==> src/rtl/decode_pkg.sv <==
// Shared decode constants for the ID stage: MIPS opcodes/functs, control-bus bit
// positions and ALU function codes.
package decode_pkg;

    localparam int CB_W = 12;

    // Control bus layout {EX[4:0], MA[4:0], WB[1:0]}
    localparam int CB_REG_DST    = 11;
    localparam int CB_ALU_SRC    = 10;
    localparam int CB_SHIFT_SA   = 9;
    localparam int CB_LINK       = 8;
    localparam int CB_MD         = 7;
    localparam int CB_MEM_RD     = 6;
    localparam int CB_MEM_WR     = 5;
    localparam int CB_WIDTH      = 3;
    localparam int CB_UNSIGNED   = 2;
    localparam int CB_REG_WR     = 1;
    localparam int CB_MEM_TO_REG = 0;

    localparam logic [1:0] MW_BYTE = 2'b00;
    localparam logic [1:0] MW_HALF = 2'b01;
    localparam logic [1:0] MW_WORD = 2'b11;

    localparam logic [5:0] OP_RTYPE = 6'b000000;
    localparam logic [5:0] OP_J     = 6'b000010;
    localparam logic [5:0] OP_JAL   = 6'b000011;
    localparam logic [5:0] OP_BEQ   = 6'b000100;
    localparam logic [5:0] OP_BNE   = 6'b000101;
    localparam logic [5:0] OP_ADDI  = 6'b001000;
    localparam logic [5:0] OP_ADDIU = 6'b001001;
    localparam logic [5:0] OP_SLTI  = 6'b001010;
    localparam logic [5:0] OP_SLTIU = 6'b001011;
    localparam logic [5:0] OP_ANDI  = 6'b001100;
    localparam logic [5:0] OP_ORI   = 6'b001101;
    localparam logic [5:0] OP_XORI  = 6'b001110;
    localparam logic [5:0] OP_LUI   = 6'b001111;
    localparam logic [5:0] OP_LB    = 6'b100000;
    localparam logic [5:0] OP_LH    = 6'b100001;
    localparam logic [5:0] OP_LW    = 6'b100011;
    localparam logic [5:0] OP_LBU   = 6'b100100;
    localparam logic [5:0] OP_LHU   = 6'b100101;
    localparam logic [5:0] OP_SB    = 6'b101000;
    localparam logic [5:0] OP_SH    = 6'b101001;
    localparam logic [5:0] OP_SW    = 6'b101011;

    localparam logic [5:0] FN_SLL   = 6'd0;
    localparam logic [5:0] FN_SRL   = 6'd2;
    localparam logic [5:0] FN_SRA   = 6'd3;
    localparam logic [5:0] FN_JR    = 6'd8;
    localparam logic [5:0] FN_JALR  = 6'd9;
    localparam logic [5:0] FN_MFHI  = 6'd16;
    localparam logic [5:0] FN_MTHI  = 6'd17;
    localparam logic [5:0] FN_MFLO  = 6'd18;
    localparam logic [5:0] FN_MTLO  = 6'd19;
    localparam logic [5:0] FN_MULT  = 6'd24;
    localparam logic [5:0] FN_MULTU = 6'd25;
    localparam logic [5:0] FN_DIV   = 6'd26;
    localparam logic [5:0] FN_DIVU  = 6'd27;

    // I-type ALU ops reuse the matching R-type funct codes
    localparam logic [5:0] ALU_ADD  = 6'b100000;
    localparam logic [5:0] ALU_ADDU = 6'b100001;
    localparam logic [5:0] ALU_SUBU = 6'b100011;
    localparam logic [5:0] ALU_AND  = 6'b100100;
    localparam logic [5:0] ALU_OR   = 6'b100101;
    localparam logic [5:0] ALU_XOR  = 6'b100110;
    localparam logic [5:0] ALU_SLT  = 6'b101010;
    localparam logic [5:0] ALU_SLTU = 6'b101011;
    localparam logic [5:0] ALU_LUI  = 6'b001111;

    typedef enum logic {
        MD_IDLE = 1'b0,
        MD_BUSY = 1'b1
    } md_state_t;

endpackage

==> src/rtl/decode_stage_scoreboard_fwd_mux.sv <==
// Operand forwarding select: lowest-indexed matching source wins, $0 is hard zero.
module fwd_mux
    import decode_pkg::*;
#(
    parameter int NB_DATA = 32,
    parameter int NB_REG  = 5,
    parameter int N_FWD   = 2
) (
    input  logic [NB_REG-1:0]        reg_num,
    input  logic [NB_DATA-1:0]       rf_data,
    input  logic [N_FWD-1:0]         fwd_valid,
    input  logic [N_FWD-1:0]         fwd_load,
    input  logic [N_FWD*NB_REG-1:0]  fwd_num,
    input  logic [N_FWD*NB_DATA-1:0] fwd_data,
    output logic [NB_DATA-1:0]       data,
    output logic                     load
);

    always_comb begin
        data = rf_data;
        load = 1'b0;
        if (reg_num == '0) begin
            data = '0;
        end else begin
            // Scan oldest to youngest so the youngest match overwrites last
            for (int k = N_FWD - 1; k >= 0; k--) begin
                if (fwd_valid[k] && (fwd_num[k*NB_REG +: NB_REG] == reg_num)) begin
                    data = fwd_data[k*NB_DATA +: NB_DATA];
                    load = fwd_load[k];
                end
            end
        end
    end

endmodule

==> src/rtl/decode_stage_scoreboard.sv <==
// MIPS ID stage: decode, forwarding, hazard stall, ID-resolved branches and HI/LO busy tracking.
//  state   | meaning
//  MD_IDLE | HI/LO free, MULT*/DIV*/MFHI/MFLO may issue
//  MD_BUSY | md_cnt cycles of MULT/DIV latency remain
module decode_stage_scoreboard
    import decode_pkg::*;
#(
    parameter int NB_DATA    = 32,
    parameter int NB_ADDRESS = 32,
    parameter int NB_REG     = 5,
    parameter int N_FWD      = 2,
    parameter int MULT_LAT   = 4,
    parameter int DIV_LAT    = 32,
    parameter bit DELAY_SLOT = 1'b1
) (
    input  logic                     i_clk,
    input  logic                     i_reset,
    input  logic                     i_if_valid,
    output logic                     o_if_ready,
    input  logic [31:0]              i_instruction,
    input  logic [NB_ADDRESS-1:0]    i_pc,
    output logic [NB_REG-1:0]        o_rs_addr,
    output logic [NB_REG-1:0]        o_rt_addr,
    input  logic [NB_DATA-1:0]       i_rs_data,
    input  logic [NB_DATA-1:0]       i_rt_data,
    input  logic [N_FWD-1:0]         i_fwd_valid,
    input  logic [N_FWD-1:0]         i_fwd_load,
    input  logic [N_FWD*NB_REG-1:0]  i_fwd_num,
    input  logic [N_FWD*NB_DATA-1:0] i_fwd_data,
    input  logic                     i_ex_ready,
    output logic                     o_ex_valid,
    output logic [NB_DATA-1:0]       o_bus_a,
    output logic [NB_DATA-1:0]       o_bus_b,
    output logic [NB_REG-1:0]        o_rs_num,
    output logic [NB_REG-1:0]        o_rt_num,
    output logic [NB_REG-1:0]        o_rd_num,
    output logic [NB_DATA-1:0]       o_ext_literal,
    output logic [NB_DATA-1:0]       o_ext_sa,
    output logic [NB_ADDRESS-1:0]    o_pc_link,
    output logic [CB_W-1:0]          o_control_bus,
    output logic [5:0]               o_alu_op,
    output logic                     o_branch,
    output logic [NB_ADDRESS-1:0]    o_branch_addr,
    output logic                     o_if_kill,
    output logic                     o_md_busy,
    output logic [15:0]              o_stall_cycles
);

    localparam int MD_MAX = (DIV_LAT > MULT_LAT) ? DIV_LAT : MULT_LAT;
    localparam int MD_W   = $clog2(MD_MAX + 1);

    logic [5:0]         opcode, func;
    logic [NB_REG-1:0]  rs, rt, rd;
    logic [4:0]         shamt;
    logic [15:0]        imm;
    logic [25:0]        idx;

    assign opcode = i_instruction[31:26];
    assign rs     = i_instruction[25:21];
    assign rt     = i_instruction[20:16];
    assign rd     = i_instruction[15:11];
    assign shamt  = i_instruction[10:6];
    assign func   = i_instruction[5:0];
    assign imm    = i_instruction[15:0];
    assign idx    = i_instruction[25:0];

    assign o_rs_addr = rs;
    assign o_rt_addr = rt;

    logic [NB_DATA-1:0] bus_a, bus_b;
    logic               rs_load, rt_load;

    fwd_mux #(.NB_DATA(NB_DATA), .NB_REG(NB_REG), .N_FWD(N_FWD)) u_fwd_rs (
        .reg_num(rs), .rf_data(i_rs_data), .fwd_valid(i_fwd_valid), .fwd_load(i_fwd_load),
        .fwd_num(i_fwd_num), .fwd_data(i_fwd_data), .data(bus_a), .load(rs_load)
    );

    fwd_mux #(.NB_DATA(NB_DATA), .NB_REG(NB_REG), .N_FWD(N_FWD)) u_fwd_rt (
        .reg_num(rt), .rf_data(i_rt_data), .fwd_valid(i_fwd_valid), .fwd_load(i_fwd_load),
        .fwd_num(i_fwd_num), .fwd_data(i_fwd_data), .data(bus_b), .load(rt_load)
    );

    logic [CB_W-1:0]   ctrl;
    logic [5:0]        alu_op;
    logic [NB_REG-1:0] dst;
    logic use_rs, use_rt, is_mult, is_div, is_mfhl, is_jump, is_jreg, is_beq, is_bne;

    always_comb begin
        ctrl    = '0;
        alu_op  = ALU_ADDU;
        dst     = rt;
        use_rs  = 1'b1;
        use_rt  = 1'b0;
        is_mult = 1'b0;
        is_div  = 1'b0;
        is_mfhl = 1'b0;
        is_jump = 1'b0;
        is_jreg = 1'b0;
        is_beq  = 1'b0;
        is_bne  = 1'b0;
        case (opcode)
            OP_RTYPE: begin
                use_rt            = 1'b1;
                dst               = rd;
                alu_op            = func;
                ctrl[CB_REG_DST]  = 1'b1;
                ctrl[CB_REG_WR]   = 1'b1;
                case (func)
                    FN_SLL, FN_SRL, FN_SRA: begin
                        use_rs            = 1'b0;
                        ctrl[CB_SHIFT_SA] = 1'b1;
                    end
                    FN_JR: begin
                        use_rt           = 1'b0;
                        is_jreg          = 1'b1;
                        ctrl[CB_REG_DST] = 1'b0;
                        ctrl[CB_REG_WR]  = 1'b0;
                    end
                    FN_JALR: begin
                        use_rt        = 1'b0;
                        is_jreg       = 1'b1;
                        ctrl[CB_LINK] = 1'b1;
                    end
                    FN_MFHI, FN_MFLO: begin
                        use_rs  = 1'b0;
                        use_rt  = 1'b0;
                        is_mfhl = 1'b1;
                    end
                    FN_MTHI, FN_MTLO: begin
                        use_rt           = 1'b0;
                        ctrl[CB_MD]      = 1'b1;
                        ctrl[CB_REG_DST] = 1'b0;
                        ctrl[CB_REG_WR]  = 1'b0;
                    end
                    FN_MULT, FN_MULTU, FN_DIV, FN_DIVU: begin
                        is_mult          = (func == FN_MULT) || (func == FN_MULTU);
                        is_div           = (func == FN_DIV)  || (func == FN_DIVU);
                        ctrl[CB_MD]      = 1'b1;
                        ctrl[CB_REG_DST] = 1'b0;
                        ctrl[CB_REG_WR]  = 1'b0;
                    end
                    default: ;
                endcase
            end
            OP_J: begin
                use_rs  = 1'b0;
                is_jump = 1'b1;
            end
            OP_JAL: begin
                use_rs          = 1'b0;
                is_jump         = 1'b1;
                dst             = NB_REG'(31);
                ctrl[CB_LINK]   = 1'b1;
                ctrl[CB_REG_WR] = 1'b1;
            end
            OP_BEQ, OP_BNE: begin
                use_rt = 1'b1;
                is_beq = (opcode == OP_BEQ);
                is_bne = (opcode == OP_BNE);
                alu_op = ALU_SUBU;
            end
            OP_ADDI, OP_ADDIU, OP_SLTI, OP_SLTIU, OP_ANDI, OP_ORI, OP_XORI, OP_LUI: begin
                ctrl[CB_ALU_SRC] = 1'b1;
                ctrl[CB_REG_WR]  = 1'b1;
                use_rs           = (opcode != OP_LUI);
                case (opcode)
                    OP_ADDI:  alu_op = ALU_ADD;
                    OP_SLTI:  alu_op = ALU_SLT;
                    OP_SLTIU: alu_op = ALU_SLTU;
                    OP_ANDI:  alu_op = ALU_AND;
                    OP_ORI:   alu_op = ALU_OR;
                    OP_XORI:  alu_op = ALU_XOR;
                    OP_LUI:   alu_op = ALU_LUI;
                    default:  alu_op = ALU_ADDU;
                endcase
            end
            OP_LB, OP_LH, OP_LW, OP_LBU, OP_LHU: begin
                ctrl[CB_ALU_SRC]      = 1'b1;
                ctrl[CB_MEM_RD]       = 1'b1;
                ctrl[CB_REG_WR]       = 1'b1;
                ctrl[CB_MEM_TO_REG]   = 1'b1;
                ctrl[CB_UNSIGNED]     = (opcode == OP_LBU) || (opcode == OP_LHU);
                ctrl[CB_WIDTH +: 2]   = (opcode == OP_LW) ? MW_WORD :
                                        ((opcode == OP_LH) || (opcode == OP_LHU)) ? MW_HALF : MW_BYTE;
            end
            OP_SB, OP_SH, OP_SW: begin
                use_rt              = 1'b1;
                ctrl[CB_ALU_SRC]    = 1'b1;
                ctrl[CB_MEM_WR]     = 1'b1;
                ctrl[CB_WIDTH +: 2] = (opcode == OP_SW) ? MW_WORD :
                                      (opcode == OP_SH) ? MW_HALF : MW_BYTE;
            end
            default: ;
        endcase
    end

    md_state_t        md_state, md_state_nx;
    logic [MD_W-1:0]  md_cnt, md_cnt_nx;
    logic             load_use, md_hazard, advance, accept, taken;

    assign o_md_busy  = (md_state == MD_BUSY);
    assign load_use   = (use_rs && rs_load) || (use_rt && rt_load);
    assign md_hazard  = o_md_busy && (is_mult || is_div || is_mfhl);
    assign advance    = !o_ex_valid || i_ex_ready;
    assign o_if_ready = !(load_use || md_hazard) && advance;
    assign accept     = i_if_valid && o_if_ready;

    assign taken     = is_jump || is_jreg || (is_beq && (bus_a == bus_b)) || (is_bne && (bus_a != bus_b));
    assign o_branch  = accept && taken;
    assign o_if_kill = o_branch && !DELAY_SLOT;

    always_comb begin
        if (is_jump)
            o_branch_addr = {i_pc[NB_ADDRESS-1:28], idx, 2'b00};
        else if (is_jreg)
            o_branch_addr = NB_ADDRESS'(bus_a);
        else
            o_branch_addr = i_pc + {{(NB_ADDRESS-18){imm[15]}}, imm, 2'b00};
    end

    always_ff @(posedge i_clk) begin
        if (i_reset) begin
            md_state <= MD_IDLE;
            md_cnt   <= '0;
        end else begin
            md_state <= md_state_nx;
            md_cnt   <= md_cnt_nx;
        end
    end

    always_comb begin
        md_state_nx = md_state;
        md_cnt_nx   = md_cnt;
        case (md_state)
            MD_IDLE: begin
                if (accept && is_mult) begin
                    md_cnt_nx   = MD_W'(MULT_LAT);
                    md_state_nx = MD_BUSY;
                end else if (accept && is_div) begin
                    md_cnt_nx   = MD_W'(DIV_LAT);
                    md_state_nx = MD_BUSY;
                end
            end
            MD_BUSY: begin
                md_cnt_nx = md_cnt - MD_W'(1);
                if (md_cnt == MD_W'(1))
                    md_state_nx = MD_IDLE;
            end
            default: md_state_nx = MD_IDLE;
        endcase
    end

    always_ff @(posedge i_clk) begin
        if (i_reset) begin
            o_ex_valid    <= 1'b0;
            o_bus_a       <= '0;
            o_bus_b       <= '0;
            o_rs_num      <= '0;
            o_rt_num      <= '0;
            o_rd_num      <= '0;
            o_ext_literal <= '0;
            o_ext_sa      <= '0;
            o_pc_link     <= '0;
            o_control_bus <= '0;
            o_alu_op      <= '0;
        end else if (advance) begin
            if (accept) begin
                o_ex_valid    <= 1'b1;
                o_bus_a       <= bus_a;
                o_bus_b       <= bus_b;
                o_rs_num      <= rs;
                o_rt_num      <= rt;
                o_rd_num      <= dst;
                o_ext_literal <= {{(NB_DATA-16){imm[15]}}, imm};
                o_ext_sa      <= {{(NB_DATA-5){1'b0}}, shamt};
                o_pc_link     <= i_pc;
                o_control_bus <= ctrl;
                o_alu_op      <= alu_op;
            end else begin
                o_ex_valid    <= 1'b0;
                o_control_bus <= '0;
            end
        end
    end

    always_ff @(posedge i_clk) begin
        if (i_reset)
            o_stall_cycles <= '0;
        else if (i_if_valid && !o_if_ready && (o_stall_cycles != 16'hFFFF))
            o_stall_cycles <= o_stall_cycles + 16'd1;
    end

endmodule

==> config.mk <==
export PLATFORM = sky130hd
export DESIGN_NAME = decode_stage_scoreboard
export DESIGN_NICKNAME = d
export VERILOG_FILES = /design/src/rtl/decode_pkg.sv /design/src/rtl/decode_stage_scoreboard_fwd_mux.sv /design/src/rtl/decode_stage_scoreboard.sv
export SDC_FILE = /design/constraint.sdc
export NUM_CORES = 1
export LEC_CHECK = 0
export CORE_AREA = 10 10 173 175
export DETAILED_ROUTE_END_ITERATION = 8
export DIE_AREA = 0 0 183 185
export HOLD_SLACK_MARGIN = 0.12
export PLACE_DENSITY = 0.79
export SYNTH_ARGS = -nofsm -noshare
export SYNTH_HDL_FRONTEND = slang
export SYNTH_SLANG_ARGS = --single-unit
==> constraint.sdc <==
create_clock -name i_clk -period 4.5 [get_ports i_clk]
set_input_delay 0.45 -clock i_clk [delete_from_list [all_inputs] [get_ports i_clk]]
set_output_delay 0.45 -clock i_clk [all_outputs]
set_load 0.01 [all_outputs]
==> impl_results.md, run 1 <==
* Status: completed
* Largest net degree at the start of global routing at around 150
* WL final at approximately 53000 um
* HPWL Detailed at about 42000 um
* Io pins at 466
* Startpoint Class: input port
* Count of mapped cells out of synthesis at about 1600
* CTS max path bufs at 2
* Top FF cell, synth: dfxtp_1
* Row Count at 60
* Final Setup Violations at 0
* Most instantiated cells after synthesis: nand2_1, a21oi_1, nor2_1, dfxtp_1, o21ai_0
* Leading area contributor after synthesis: dfxtp_1
* WL/cell at roughly 23 um
* Design Power at 4.592 mW
* Top cell type's share of synthesized area at 0.3051
* Met2 WL at approximately 25000 um
* Antenna violations before repair at 10
* Input/output buffers at 437
* Slew Viols, Final at 0
* R2R Path Start: o_ex_valid$_SDFFE_PP0N_
* First-pass GRT wire length at about 78000 um
* CTS hold repair buffers at 0
* TritonCTS clock tree: done
* Via count at roughly 13000
* Top Metal Used: met4
* Synthesis Warnings at 0
* Critical Path AT at 3.82 ns
* Nets@finish at 2198
* Min Clock Period, post-route at about 4.3 ns
* Clk_lat worst skew at roughly 0.44 ns
* Worst Hold Class: flip-flop to flip-flop
* Endpoints failing hold at 0
* Core Util, Final at 0.6209
* Worst Clk Skew at about 0.016 ns
* First-pass DRT Iterations at 6
* Core Box Area at roughly 27000 um2
* Total GRT Usage at 0.2994
* RD Place Congestion at approximately 0.97
* Worst reg-to-reg setup slack at around 2.0 ns
* Min-Delay Endpoint: o_ext_literal[13]$_SDFFE_PP0P_
* Clock slew at reported path FFs at 0.07 ns
* Area Overhead vs Synth at 49.68%
* Vias in the first global route at about 12000
* WL met1 at between 20000 and 25000 um
* Iteration-0 DRC Markers at 1272
* Die height at 185 um
* Period utilization at 0.9489
* DRT antenna net count at 0
* Die span in x at 183 um
* Die area at about 34000 um2
* Max VDD drop at ~240 uV
* CTS H-Tree Depth at 4
* Syn avg cell area at 7.093 um2
* Hold wc startpoint: o_ext_literal[13]$_SDFFE_PP0P_
* WHS Path Cells at 2
* Pwr per Cell Area at between 200 and 300 nW/um2
* Initial Utilization at 0.4148
* Synth Register Bits at about 170
* Gr ovfl total at 0
* DRC viols at 0
* RR Endpoint: md_cnt[1]$_SDFFE_PP0P_
* R2R depth at 8
* Via/cell ratio at between 5 and 6
* Netlist Area Pre-Place at roughly 11000 um2
* F_max at 234.2 MHz
* Most frequent cell after synthesis: nand2_1
* Postcts setup bufs at 0
* Metal3 WL at ~5100 um
* Setup CP Type: input port to output pin
* Seq/Total Area, Yosys at 0.3051
* Post-route insts no fill at 2319
* Pre-CTS setup slack at -0.1108 ns
* Fillers at between 2000 and 2500
* Post-synth ARST share at 0
* Static leakage at approximately 6.4 nW
* Cell count after placement at 2277
* Share of layout cells above drive strength 1 at 0.1072
* CTS Buf Count at 17
* Final WS setup at 0.2301 ns
* Worst Setup End Kind: output pin
* Max-cap viol count at 0
* Area contributors post-synth: dfxtp_1, nand2_1, a21oi_1, nor2_1, o21ai_0
* Sink Count at 168
* Required time worst endpoint at approximately 4.1 ns
* Slew margin rel. at 0.3183
* Least-Margin Pin Slew at 1.023 ns
* CP Max Fanout at 3
* Synth unique cells at between 50 and 60
* Post-synth EDFFs at 0
* Root Buffer: clkbuf_16
==> through the flow <==
| step | area (um2) | hold WS (ns) | TNS (ns) |
|---|---|---|---|
| 6_report | 16500 | 0.4538 | 0 |
| 5_1_grt | 16500 | 0.4696 | -0.006588 |
| 4_1_cts | 16410 | 0.4542 | 0 |
| 3_5_place_dp | 15830 | 0.4453 | -0.4043 |
| 3_3_place_gp | 15830 | 0.4382 | -0.03429 |
| 2_1_floorplan | 11120 | 0.4598 | 0 |
==> worst max-delay path, cell delays in order <==
cell and delay, ns:
clkdlybuf4s50_1 0.49, ha_1 0.18, inv_1 0.06, fa_1 0.39, nor2b_1 0.12, o21ai_1 0.12, a21boi_2 0.24, o21bai_2 0.11
a211oi_2 0.24, a21oi_1 0.14, nor2b_2 0.21, o21ai_0 0.10, o211a_1 0.21, o21ai_0 0.17, clkdlybuf4s50_1 0.58
==> cell families after synthesis <==
family                     after synthesis  synth area share
DFF                                    168            0.3051
buffers and inverters                  196           0.09228
AOI/OAI and AO/OA                      448            0.2539
adders and majority gates               33           0.03814
other                                    1         0.0003402
xor gates and xnor gates                87           0.06913
muxes                                    7          0.006357
and+or+nand+nor                        614            0.2347
==> worst max-delay path by stage <==
stage | startpoint | end | depth (start not counted)
2_1_floorplan | i_instruction[12] | o_branch_addr[29] | 11
3_5_place_dp | i_instruction[0] | o_branch_addr[26] | 15
3_3_place_gp | i_instruction[17] | o_branch | 14
5_1_grt | i_pc[2] | o_branch_addr[20] | 15
4_1_cts | i_pc[14] | o_branch_addr[29] | 13
6_report | i_instruction[0] | o_branch_addr[20] | 15
==> registers in the layout (all words and copies together) (netlist names) <==
| register | cells |
|---|---|
| o_rs_num | 5 |
| o_control_bus | 11 |
| md_cnt | 6 |
| o_bus_b | 32 |
| o_ext_literal | 16 |
| o_rt_num | 5 |
| o_rd_num | 5 |
| o_bus_a | 32 |
| o_ex_valid | 1 |
| o_stall_cycles | 16 |
| o_alu_op | 6 |
| o_pc_link | 32 |
| o_md_busy | 1 |
==> cell type report <==
class / count / area [um2] / area share
well taps: 341 / 426.7 / 0.02586
repair buffers: 528 / 5195 / 0.3149
diodes: 10 / 25.02 / 0.001517
multi-input cells: 1217 / 6842 / 0.4147
inverters: 23 / 86.33 / 0.005232
flip-flops and latches: 168 / 3363 / 0.2038
clock buffers: 17 / 425.4 / 0.02578
clock inverters: 15 / 136.4 / 0.008266
==> layer usage <==
metal	vias to the layer above	track usage
met5	-	0
met4	0	0.1646
met3	115	0.08053
met2	654	0.4963
met1	5979	0.3446
li1	6111	-
==> repair_timing <==
item | 4_1_cts | 5_1_grt
gates resized for setup | 7 | 17
pin swaps | 1 | 6
setup endpoints to repair | 6 | 11
==> placed cells by master, fill, tap and decap left out, drive strengths merged, types with 32 or more instances in the layout <==
master / synthesis / layout
clkdlybuf4s50: 0 / 430
buf: 92 / 92
a31o: 57 / 57
ha: 32 / 32
a21oi: 180 / 180
o21ai: 106 / 106
xnor2: 56 / 56
nor2: 178 / 178
nand2: 320 / 320
dfxtp: 168 / 168
==> power breakdown <==
part           switching, mW  total [mW]  leakage, nW  internal, mW
logic                  0.776        1.53         4.77         0.756
clock network          0.716        1.45        0.267         0.732
registers             0.0457        1.61         1.38          1.57
total                   1.54        4.59         6.41          3.05
Power figures use the tool's default switching activity.
==> inputs of run 2 (changes only) <==
- GPL_ROUTABILITY_DRIVEN: not set -> 0
==> impl_results.md, run 2 (synthesis gave the netlist of run 1 again) <==
* Endpoints failing hold at 0 (unchanged)
* Post-route insts no fill at 2299 (-0.86%)
* Worst Clk Skew at 0.01734 ns (+0.001190 ns)
* Antenna violations before repair at 4 (-6)
* Worst Hold Class: flip-flop to flip-flop
* DRT antenna net count at 0 (unchanged)
* Gr ovfl total at 0 (unchanged)
* Least-Margin Pin Slew at 1.068 ns (+0.04589 ns)
* WL final at 51990 um (-2.7%)
* First-pass GRT wire length at 76810 um (-1.6%)
* Fillers at 2403 (-1.6%)
* Required time worst endpoint at 4.05 ns (about the same)
* TritonCTS clock tree: done
* NetSw at 1.557 mW (+1.2%)
* Period utilization at 0.9743 (+0.02544)
* Vias in the first global route at 12669 (+1.9%)
* Most frequent cells in the layout: clkdlybuf4s50_1, nand2_1, a21oi_1
* Postcts setup bufs at 0 (unchanged)
* Slew margin rel. at 0.2877 (-0.03060)
* Die area at 33860 um2 (unchanged)
* Final Setup Violations at 0 (unchanged)
* Clock slew at reported path FFs at 0.07 ns (about the same)
* Max-cap viol count at 0 (unchanged)
* HPWL Detailed at 39750 um (-4.5%)
* CP Max Fanout at 5 (+2)
* Io pins at 466 (unchanged)
* Clk_lat worst skew at 0.44 ns (about the same)
* Net Sw Frac at 0.3377 (+0.002806)
* Largest net degree at the start of global routing at 137 (-11%)
* Cell count after placement at 2262 (-0.66%)
* Internal at 3.053 mW (about the same)
* CTS hold repair buffers at 0 (unchanged)
* Root Buffer: clkbuf_16
* CTS Buf Count at 17 (unchanged)
* Critical Path AT at 3.93 ns (+0.11 ns)
* Logic pwr share at 0.329 (-0.005)
* DRC viols at 0 (unchanged)
* Setup CP Type: input port to output pin
* Share of layout cells above drive strength 1 at 0.09882 (-0.008393)
* Via count at 13064 (+1.6%)
* Most common cell after layout, fill and taps aside: clkdlybuf4s50_1
* Max VDD drop at 229.5 uV (-4.7%)
* Die span in x at 183 um (unchanged)
* F_max at 228.1 MHz (-2.6%)
* Static leakage at 6.370 nW (-0.62%)
* Clock share of power at 0.322 (+0.007)
* Input/output buffers at 437 (unchanged)
* Design Power at 4.609 mW (+0.38%)
* Sequential Power Share at 0.349 (-0.002)
* Min Clock Period, post-route at 4.384 ns (+0.1145 ns)
* WL/cell at 22.62 um (-1.9%)
* Iteration-0 DRC Markers at 1123 (-12%)
* Row Count at 60 (unchanged)
* Slew Viols, Final at 0 (unchanged)
* Nets@finish at 2183 (-0.68%)
* Top Registers: o_bus_a: 32 flops, o_bus_b: 32 flops, o_pc_link: 32 flops
* Die height at 185 um (unchanged)
* Register area at 3363 um2 (unchanged)
* First-pass DRT Iterations at 7 (+1)
* Core Box Area at 26580 um2 (unchanged)
* Status: completed
* CTS max path bufs at 2 (unchanged)
* Total GRT Usage at 0.2908 (-0.008606)
* Area of the multi-input gates at 6845 um2 (about the same)
* Sink Count at 168 (unchanged)
* Pwr per Cell Area at 281.6 nW/um2 (+1.2%)
* Area Overhead vs Synth at 48.49%
* Startpoint Class: input port
* Initial Utilization at 0.4148 (unchanged)
* CTS H-Tree Depth at 4 (unchanged)
* Worst Setup End Kind: output pin
* Via/cell ratio at 5.682 (+2.5%)
==> run 2: cell count changes in the layout (fill, tap and decap cells not counted), moves of 2 or more <==
cell,previous run,this run
buf_12,10,7
buf_4,81,67
buf_6,1,3
clkdlybuf4s50_1,430,428
clkinv_4,0,2
clkinvlp_4,4,1
diode_2,10,5
dlymetal6s2s_1,5,7
==> run 2: path summary, 6_finish.rpt <==
| check | slack (ns) | end | cells after the start | from |
|---|---|---|---|---|
| max reg2reg | 1.79 | md_cnt[1]$_SDFFE_PP0P_ | 8 | o_md_busy$_SDFF_PP0_ |
| min reg2reg | 0.46 | o_pc_link[15]$_SDFFE_PP0P_ | 2 | o_pc_link[15]$_SDFFE_PP0P_ |
| min | 0.46 | o_pc_link[15]$_SDFFE_PP0P_ | 2 | o_pc_link[15]$_SDFFE_PP0P_ |
| max | 0.12 | o_branch_addr[29] | 13 | i_pc[14] |
==> run 2: power groups by stage <==
stage / logic, mW / clock network [mW] / registers, mW
3_3_place_gp: 1.47 / 0 / 1.64
5_1_grt: 1.62 / 1.56 / 1.62
3_5_place_dp: 1.48 / 0 / 1.64
2_1_floorplan: 0.683 / 0 / 1.68
6_report: 1.51 / 1.48 / 1.61
4_1_cts: 1.50 / 1.50 / 1.61
==> run 2: repair_timing <==
item | 4_1_cts | 5_1_grt
resized for setup | 9 | 18
pin swaps | 3 | 4
endpoints found under the setup margin | 6 | 12
==> run 2: final cells by class <==
cell class | count | share of cell area
sequential | 168 | 0.2055
clock buffer | 17 | 0.02599
tap | 341 | 0.02607
clock inverter | 15 | 0.009249
inverter | 23 | 0.005274
multi-input combinational | 1217 | 0.4182
timing repair buffer | 513 | 0.3090
antenna | 5 | 0.0007644
==> run 2: through the flow <==
| stage | utilization | cell area [um2] | setup TNS [ns] | hold WS (ns) | setup WS [ns] |
|---|---|---|---|---|---|
| after global routing | 0.6158 | 16370 | -0.02343 | 0.4794 | -0.02343 |
| after detailed placement | 0.5900 | 15680 | -0.5269 | 0.4461 | -0.2119 |
| after global placement | 0.5900 | 15680 | -0.3248 | 0.4402 | -0.2115 |
| after CTS | 0.6128 | 16280 | 0 | 0.4561 | 0.01102 |
| after floorplan | - | 11120 | 0 | 0.4598 | 1.287 |
| final | 0.6159 | 16370 | 0 | 0.4553 | 0.1157 |
==> run 2: per-layer routing <==
layer,track usage,wire (um),part of all wire
met5,0,0,0
met4,0.1311,2576,0.050
met3,0.08875,4890,0.094
met2,0.4929,24650,0.47
met1,0.3300,19880,0.38
==> run 2: worst max-delay path, stage by stage <==
cell and delay [ns]:
clkdlybuf4s50_1 0.48, ha_1 0.38, a21o_1 0.20, a21o_1 0.18, a21o_1 0.19, a221oi_2 0.36, o31ai_4 0.18, a211oi_2 0.33
o21bai_1 0.10, a21o_1 0.20, xnor2_1 0.12, o21ai_0 0.16, clkdlybuf4s50_1 0.61
==> inputs of run 3 (changes only) <==
- GPL_ROUTABILITY_DRIVEN: 0 -> not set
==> results of run 3 <==
Same layout as run 1: the final DEF is identical, and so are final timing and power.
